[src/rtl/mesh_input_unit.sv]
// Per-port input unit of the 5-port mesh router.
// Buffers single-flit packets, XY-routes them and requests the switch.
module mesh_input_unit #(
  parameter int DATA_WIDTH = 32,
  parameter int FIFO_DEPTH = 4,
  parameter int X_NODES    = 4,
  parameter int Y_NODES    = 4,
  parameter int X_LOC      = 0,
  parameter int Y_LOC      = 0
) (
  input  logic                  clk,
  input  logic                  reset,
  input  logic [DATA_WIDTH-1:0] i_data,
  input  logic                  i_data_val,
  output logic                  o_en,
  output logic [DATA_WIDTH-1:0] o_data,
  output logic                  o_data_val,
  output logic [0:4]            o_output_req,
  input  logic [0:4]            i_output_grant,
  output logic                  o_grant_err
);

  localparam int AW = $clog2(FIFO_DEPTH);
  localparam int CW = AW + 1;
  localparam int XW = $clog2(X_NODES);
  localparam int YW = $clog2(Y_NODES);
  localparam int EW = DATA_WIDTH + 5;

  localparam logic [XW-1:0] LX  = XW'(X_LOC);
  localparam logic [YW-1:0] LY  = YW'(Y_LOC);
  localparam logic [CW-1:0] FULL = CW'(FIFO_DEPTH);

  logic [EW-1:0] r_mem [FIFO_DEPTH];
  logic [AW-1:0] r_wr;
  logic [AW-1:0] r_rd;
  logic [CW-1:0] r_cnt;
  logic          r_err;

  logic [XW-1:0] w_dx;
  logic [YW-1:0] w_dy;
  logic [0:4]    w_route;
  logic [EW-1:0] w_head;
  logic          w_push;
  logic          w_pop;
  logic          w_hit;
  logic          w_miss;

  assign w_dx = i_data[DATA_WIDTH-1 -: XW];
  assign w_dy = i_data[DATA_WIDTH-1-XW -: YW];

  // XY route: resolve X first, then Y, else deliver locally.
  always_comb begin
    w_route = 5'b10000;
    if (w_dx > LX)
      w_route = 5'b00100;
    else if (w_dx < LX)
      w_route = 5'b00001;
    else if (w_dy > LY)
      w_route = 5'b01000;
    else if (w_dy < LY)
      w_route = 5'b00010;
  end

  assign o_en       = (r_cnt != FULL);
  assign o_data_val = (r_cnt != '0);
  assign w_head     = r_mem[r_rd];

  // Empty head drives zeros so reset clears outputs without clearing storage.
  always_comb begin
    o_data       = '0;
    o_output_req = '0;
    if (o_data_val) begin
      o_data       = w_head[EW-1:5];
      o_output_req = w_head[4:0];
    end
  end

  assign w_push = i_data_val && o_en;
  assign w_hit  = |(i_output_grant & o_output_req);
  assign w_miss = |(i_output_grant & ~o_output_req);
  assign w_pop  = o_data_val && w_hit;

  assign o_grant_err = r_err;

  // Packet storage with its precomputed route.
  always_ff @(posedge clk) begin
    if (w_push)
      r_mem[r_wr] <= {i_data, w_route};
  end

  // Pointers and occupancy.
  always_ff @(posedge clk or posedge reset) begin
    if (reset) begin
      r_wr  <= '0;
      r_rd  <= '0;
      r_cnt <= '0;
    end else begin
      if (w_push)
        r_wr <= r_wr + 1'b1;
      if (w_pop)
        r_rd <= r_rd + 1'b1;
      if (w_push && !w_pop)
        r_cnt <= r_cnt + 1'b1;
      else if (w_pop && !w_push)
        r_cnt <= r_cnt - 1'b1;
    end
  end

  // Sticky flag for grants on unrequested outputs.
  always_ff @(posedge clk or posedge reset) begin
    if (reset)
      r_err <= 1'b0;
    else if (w_miss)
      r_err <= 1'b1;
  end

endmodule

[config.mk]
export PLATFORM = sky130hd
export DESIGN_NAME = mesh_input_unit
export DESIGN_NICKNAME = d
export VERILOG_FILES = /design/src/rtl/mesh_input_unit.sv
export SDC_FILE = /design/constraint.sdc
export NUM_CORES = 1
export LEC_CHECK = 0
export ABC_AREA = 1
export BUFFER_PORTS_ARGS = -buffer_cell sky130_fd_sc_hd__buf_2
export CAP_MARGIN = 20
export CORE_MARGIN = 2
export CORE_UTILIZATION = 40
export CTS_BUF_LIST = sky130_fd_sc_hd__clkbuf_4 sky130_fd_sc_hd__clkbuf_8
export DETAILED_ROUTE_END_ITERATION = 7
export PLACE_DENSITY = 0.57
export SYNTH_ARGS = -nofsm -noshare
export SYNTH_HDL_FRONTEND = slang
export SYNTH_SLANG_ARGS = --single-unit
[constraint.sdc]
create_clock -name clk -period 4.3 [get_ports clk]
set_input_delay 1.29 -clock clk [delete_from_list [all_inputs] [get_ports clk]]
set_output_delay 1.29 -clock clk [all_outputs]
set_load 0.005 [all_outputs]
[Word-level counts from Yosys, hierarchy flattened]
Memory sizes are Yosys's and may differ from the RTL's.
Index checks and enable logic that the tools add are counted.
Cells by class
  eq/ne operators: 1
  $lt $le $gt $ge: 4
  add/sub/neg operators: 4
  muxes and demuxes: 10
  reduce and logical (&&, ||, !) cells: 10
  bitwise operators: 3
Operators by type and width (number)
  two-way mux 32 bit: 1
  two-way mux 5 bit: 5
  bitwise AND 5 bit: 2
  OR reduction 5 bit: 2
  two-way mux 3 bit: 2
  NOT 5 bit: 1
  adder 2 x 1 -> 2 bit, second input constant: 2
  > comparator 2 x 1 -> 1 bit, second input constant: 2
  logical AND 1 bit: 4
  less-than comparator 2 x 1 -> 1 bit, second input constant: 2
  adder 3 x 1 -> 3 bit, second input constant: 1
  inequality test 3 bit, second input constant: 1
  nonzero test 3 bit: 1
  subtractor 3 x 1 -> 3 bit, second input constant: 1
  zero test 1 bit: 2
  two-way mux 1 bit: 2
  nonzero test 2 bit: 1
Storage, ports and cells
  register bits after elaboration: 8
  memories: 1
  output and inout port bits: 40
  bits of input ports: 40
  logic and storage cells: 37
  bits in writable memories: 148
Memory list
  r_mem: words 4, bits a word 37, read ports 1, clocked after memory_dff 0, write ports 1, line 33  | logic [EW-1:0] r_mem [FIFO_DEPTH];

[Longest topological paths before layout]
  depth in word-level cells: 8
  mapped depth: 15
  gate-level depth less buffers: 13

[Worst setup path before layout]
Ideal clock, no wire load.
  kind: input port to flip-flop
  start: in i_data_val
  end: mem r_mem[0][10] (netlist bit), enable pin
  buffers on the path: 0
  required time: 3.873 ns
  data arrival time: 2.926 ns
  library setup time: 0.427 ns
  stages on the path: 2
  setup slack: 0.947 ns
  cell sequence: nand2_1 -> nor2_1
On the way
  longest elaborated chain between the ends: 3
RTL lines
  start: declaration: line 14  | input logic i_data_val,
  logical AND 1 bit: line 78  | assign w_push = i_data_val && o_en;
  two-way mux 1 bit: line 87  | if (w_push)
  two-way mux 1 bit (not written as such): line 88  | r_mem[r_wr] <= {i_data, w_route};
  end: declaration: line 33
No other way between the ends.

[Worst setup path after layout]
  start: reg r_rd[0]
  end: out o_data[27]
On the way
  longest elaborated chain between the ends: 2
RTL lines
  start: declaration: line 35  | logic [AW-1:0] r_rd;
  start signal: assignment: line 101  | r_rd <= r_rd + 1'b1;
  memory read (4 x 37 bit)
  two-way mux 32 bit: line 72  | if (o_data_val) begin
  end: declaration: line 16  | output logic [DATA_WIDTH-1:0] o_data,
No other way between the ends.

==> summary.md <==
| Metric | Value |
|---|---|
| Final Max Slew Viols | `0` |
| Slew @ Worst Pin | `0.7980 ns` |
| Clock Power Share | `21.4%` |
| ANT cells | `0` |
| CTS tree | `done` |
| Crit path cell chain | `buf_4 -> nor2_1 -> nor2_1 -> o21ai_0 -> a21oi_1 -> buf_2` |
| Die height | `127.1 um` |
| DR iter-0 viols | `249` |
| Clock Path Buffers | `2` |
| Total iterations of the first detailed-routing run | `4` |
| DRT Wirelength | `12340 um` |
| Reg2reg setup slack | `1.40 ns` |
| Sink Count | `148` |
| First-pass GRT wire length | `19430 um` |
| Placed cells | `739` |
| Routed len/inst | `16.00 um` |
| Setup crit end kind | `output port` |
| R2R Path Start | `r_rd[0]$_DFFE_PP0P_` |
| Worst rel slew slack | `46.72%` |
| Crit path from | `r_rd[0]$_DFFE_PP0P_` |
| Fmax | `267.4 MHz` |
| Vias/cell | `4.904` |
| Logic pwr share | `36.8%` |
| Worst skew pair latency | `0.45 ns` |
| # resized after CTS | `0` |
| CTS hold repair buffers | `0` |
| Area Overhead vs Synth | `15.22%` |
| Fraction of layout cells with a size suffix above 1 | `24.02%` |
| Fin area | `6979 um2` |
| FP Rows | `44` |
| Critical Path Source Type | `flip-flop` |
| Status | `finished clean` |
| Slowest cell on the critical path | `dfrtp_2` |
| Maxcap violations | `0` |
| Setup bufs post-CTS | `0` |
| Vias in the first global route | `3759` |
| Smallest hold slack | `0.5179 ns` |
| Setup tns final | `0 ns` |
| Largest net degree at the start of global routing | `72` |
| Register area share after synthesis | `72.71%` |
| Grt total ovfl | `0` |
| IO Pins | `80` |
| H-tree Lvls | `4` |
| Crit Reg-Reg Endpoint | `r_cnt[2]$_DFFE_PP0P_` |
| Warnings, synthesis | `0` |
| Remaining DRCs | `0` |
| Net load switching power | `1.779 mW` |
| Yosys reg bits | `148` |
| Clock slew at reported path FFs | `0.07 ns` |
| RSZ-0062 raised after global routing | `false` |
| Cell repeated most along the worst path | `nor2_1` |
| Final setup violating endpoints | `0` |
| GR Util All Layers | `15.94%` |
| Critical path fanouts, max | `44` |
| Max incr delay on CP | `0.75 ns` |
| Synth cell types | `27` |
| Post-layout minimum cycle time | `3.739 ns` |
| Period utilisation layout | `86.96%` |
| Net Sw Frac | `36.74%` |
| Placeable Area | `14640 um2` |
| HPWL after detailed placement | `6793 um` |
| Chip width | `127.1 um` |
| Setup Skew | `0.01070 ns` |
| Syn Area/Cell | `12.19 um2` |
| Seq. cell area | `4407 um2` |
| Pint | `3.063 mW` |
| CP endpoint | `o_data[27]` |
| Peak VDD IR | `0.3390 mV` |
| Die footprint | `16140 um2` |
| PwrDens | `693.8 nW/um2` |
| Clk root buf | `clkbuf_8` |
| Critical Path RT | `3.01 ns` |
| Initial antenna violation count | `0` |
| Area of the multi-input gates | `1404 um2` |
| Mapped Cells | `497` |
| Final hold vios | `0` |
| Starting Density | `41.36%` |
| Synthesized cell area | `6057 um2` |
| Area of placed instances | `6598 um2` |
| Kind of critical path | `flip-flop to output port` |
| FF-to-FF path depth | `13` |
| Via Count | `3781` |
| Routability congestion estimate | `0.7416` |
| IO Port Bufs | `77` |
| TritonCTS Buffers | `17` |
| Fill cell count | `1321` |
| Nets@finish | `620` |
| Min-delay worst type | `flip-flop to flip-flop` |
| LEAKAGE | `2.607 nW` |
| Sequential power share | `41.8%` |
| ANT nets after route | `0` |
| Worst path arrival time | `2.45 ns` |
| Fin cells | `771` |
| Design Power | `4.842 mW` |
[cells in the mapped netlist]
cell	count	area, um2
edfxtp_1	140	4204
nor2_1	135	506.7
o21ai_1	40	200.2
a21oi_1	34	170.2
o21ai_0	26	130.1
nand2_1	24	90.09
inv_1	18	67.56
inv_2	11	41.29
buf_2	8	40.04
buf_4	8	60.06
clkbuf_1	8	30.03
dfrtp_1	8	200.2
nand3_1	6	30.03
ha_1	5	62.56
nand3_2	5	50.05
buf_6	3	33.78
nand2_2	3	18.77
nand4_1	3	18.77
xor2_1	3	26.28
nor3_1	2	10.01
clkinv_1	1	3.750
conb_1	1	3.750
fa_1	1	20.02
inv_4	1	6.260
nand3_4	1	17.52
or2_1	1	6.260
xnor2_1	1	8.760
[area by class of cell]
cell class | instances | share of cell area, %
multi-input combinational | 292 | 20.11
inverter | 31 | 1.703
tap | 184 | 3.299
timing repair buffer | 84 | 6.275
clock buffer | 19 | 3.568
sequential | 148 | 63.14
clock inverter | 13 | 1.900
[power groups by stage]
stage          combinational (mW)  clock [mW]  sequential (mW)
5_1_grt                      2.03        1.12             2.05
3_3_place_gp                 1.80           0             2.05
6_report                     1.78        1.04             2.03
2_1_floorplan                1.24           0             2.01
3_5_place_dp                 1.82           0             2.06
4_1_cts                      1.82        1.06             2.03
[placed cells by master (no fill, tap or decap)]
master      instances
clkinvlp_4          2
clkinv_4            2
conb_1              2
a21oi_1            34
inv_6               2
dfrtp_1             6
buf_2              77
clkinv_2            3
inv_2              11
inv_1              18
nor3_1              2
edfxtp_1          140
inv_4               1
clkinv_1            3
nand3_4             1
xor2_1              3
clkbuf_8           17
xnor2_1             1
nand4_1             3
or2_1               1
nor2_4              4
dfrtp_2             2
nand2_1            24
bufinv_16           2
nand3_1             6
ha_1                5
o21ai_0            26
fa_1                1
clkbuf_4            2
nand2_2             3
buf_4               7
o21ai_1            40
nand3_2             5
nor2_1            131
[per-stage QoR]
step	util, %	setup WS (ns)
after floorplan	-	0.9465
after global placement	45.05	1.062
after detailed placement	45.05	1.014
after CTS	47.66	0.5117
after global routing	47.66	0.3654
final	47.66	0.5609
[cells by family after synthesis]
logic type / share of synthesized area [%]
AND/OR/NAND/NOR: 12.35
flip-flops: 72.71
AO/OA/AOI/OAI: 8.263
buffers and inverters: 4.668
adder cells (fa/ha/maj): 1.363
XOR/XNOR: 0.5785
other: 0.06191
[state kept, by name, summed over array words and instances, names as in the netlist]
register / count
r_rd: 2
r_cnt: 3
r_wr: 2
r_mem: 140
o_grant_err: 1
[critical path, delay by kind of cell, from the launching register on]
kind,cells,cell delay (ns)
flip-flops,1,0.75
buffers and inverters,2,0.69
AO/OA/AOI/OAI,2,0.38
AND/OR/NAND/NOR,2,0.18
[metal layers]
layer | global-route usage [%] | wire length, um
met3 | 4.313 | 657
met5 | 0 | 0
met2 | 25.43 | 5870
met4 | 5.624 | 145
met1 | 21.24 | 5663
[worst min-delay path by stage]
stage | startpoint | end | cells after the start | slack [ns]
floorplan | o_grant_err$_DFFE_PP0P_ | o_grant_err$_DFFE_PP0P_ | 2 | 0.48
global placement | o_grant_err$_DFFE_PP0P_ | o_grant_err$_DFFE_PP0P_ | 2 | 0.48
detailed placement | o_grant_err$_DFFE_PP0P_ | o_grant_err$_DFFE_PP0P_ | 2 | 0.51
CTS | o_grant_err$_DFFE_PP0P_ | o_grant_err$_DFFE_PP0P_ | 2 | 0.53
global route | o_grant_err$_DFFE_PP0P_ | o_grant_err$_DFFE_PP0P_ | 2 | 0.56
finish | o_grant_err$_DFFE_PP0P_ | o_grant_err$_DFFE_PP0P_ | 2 | 0.52
No activity file was read; power rests on OpenSTA's default activity.
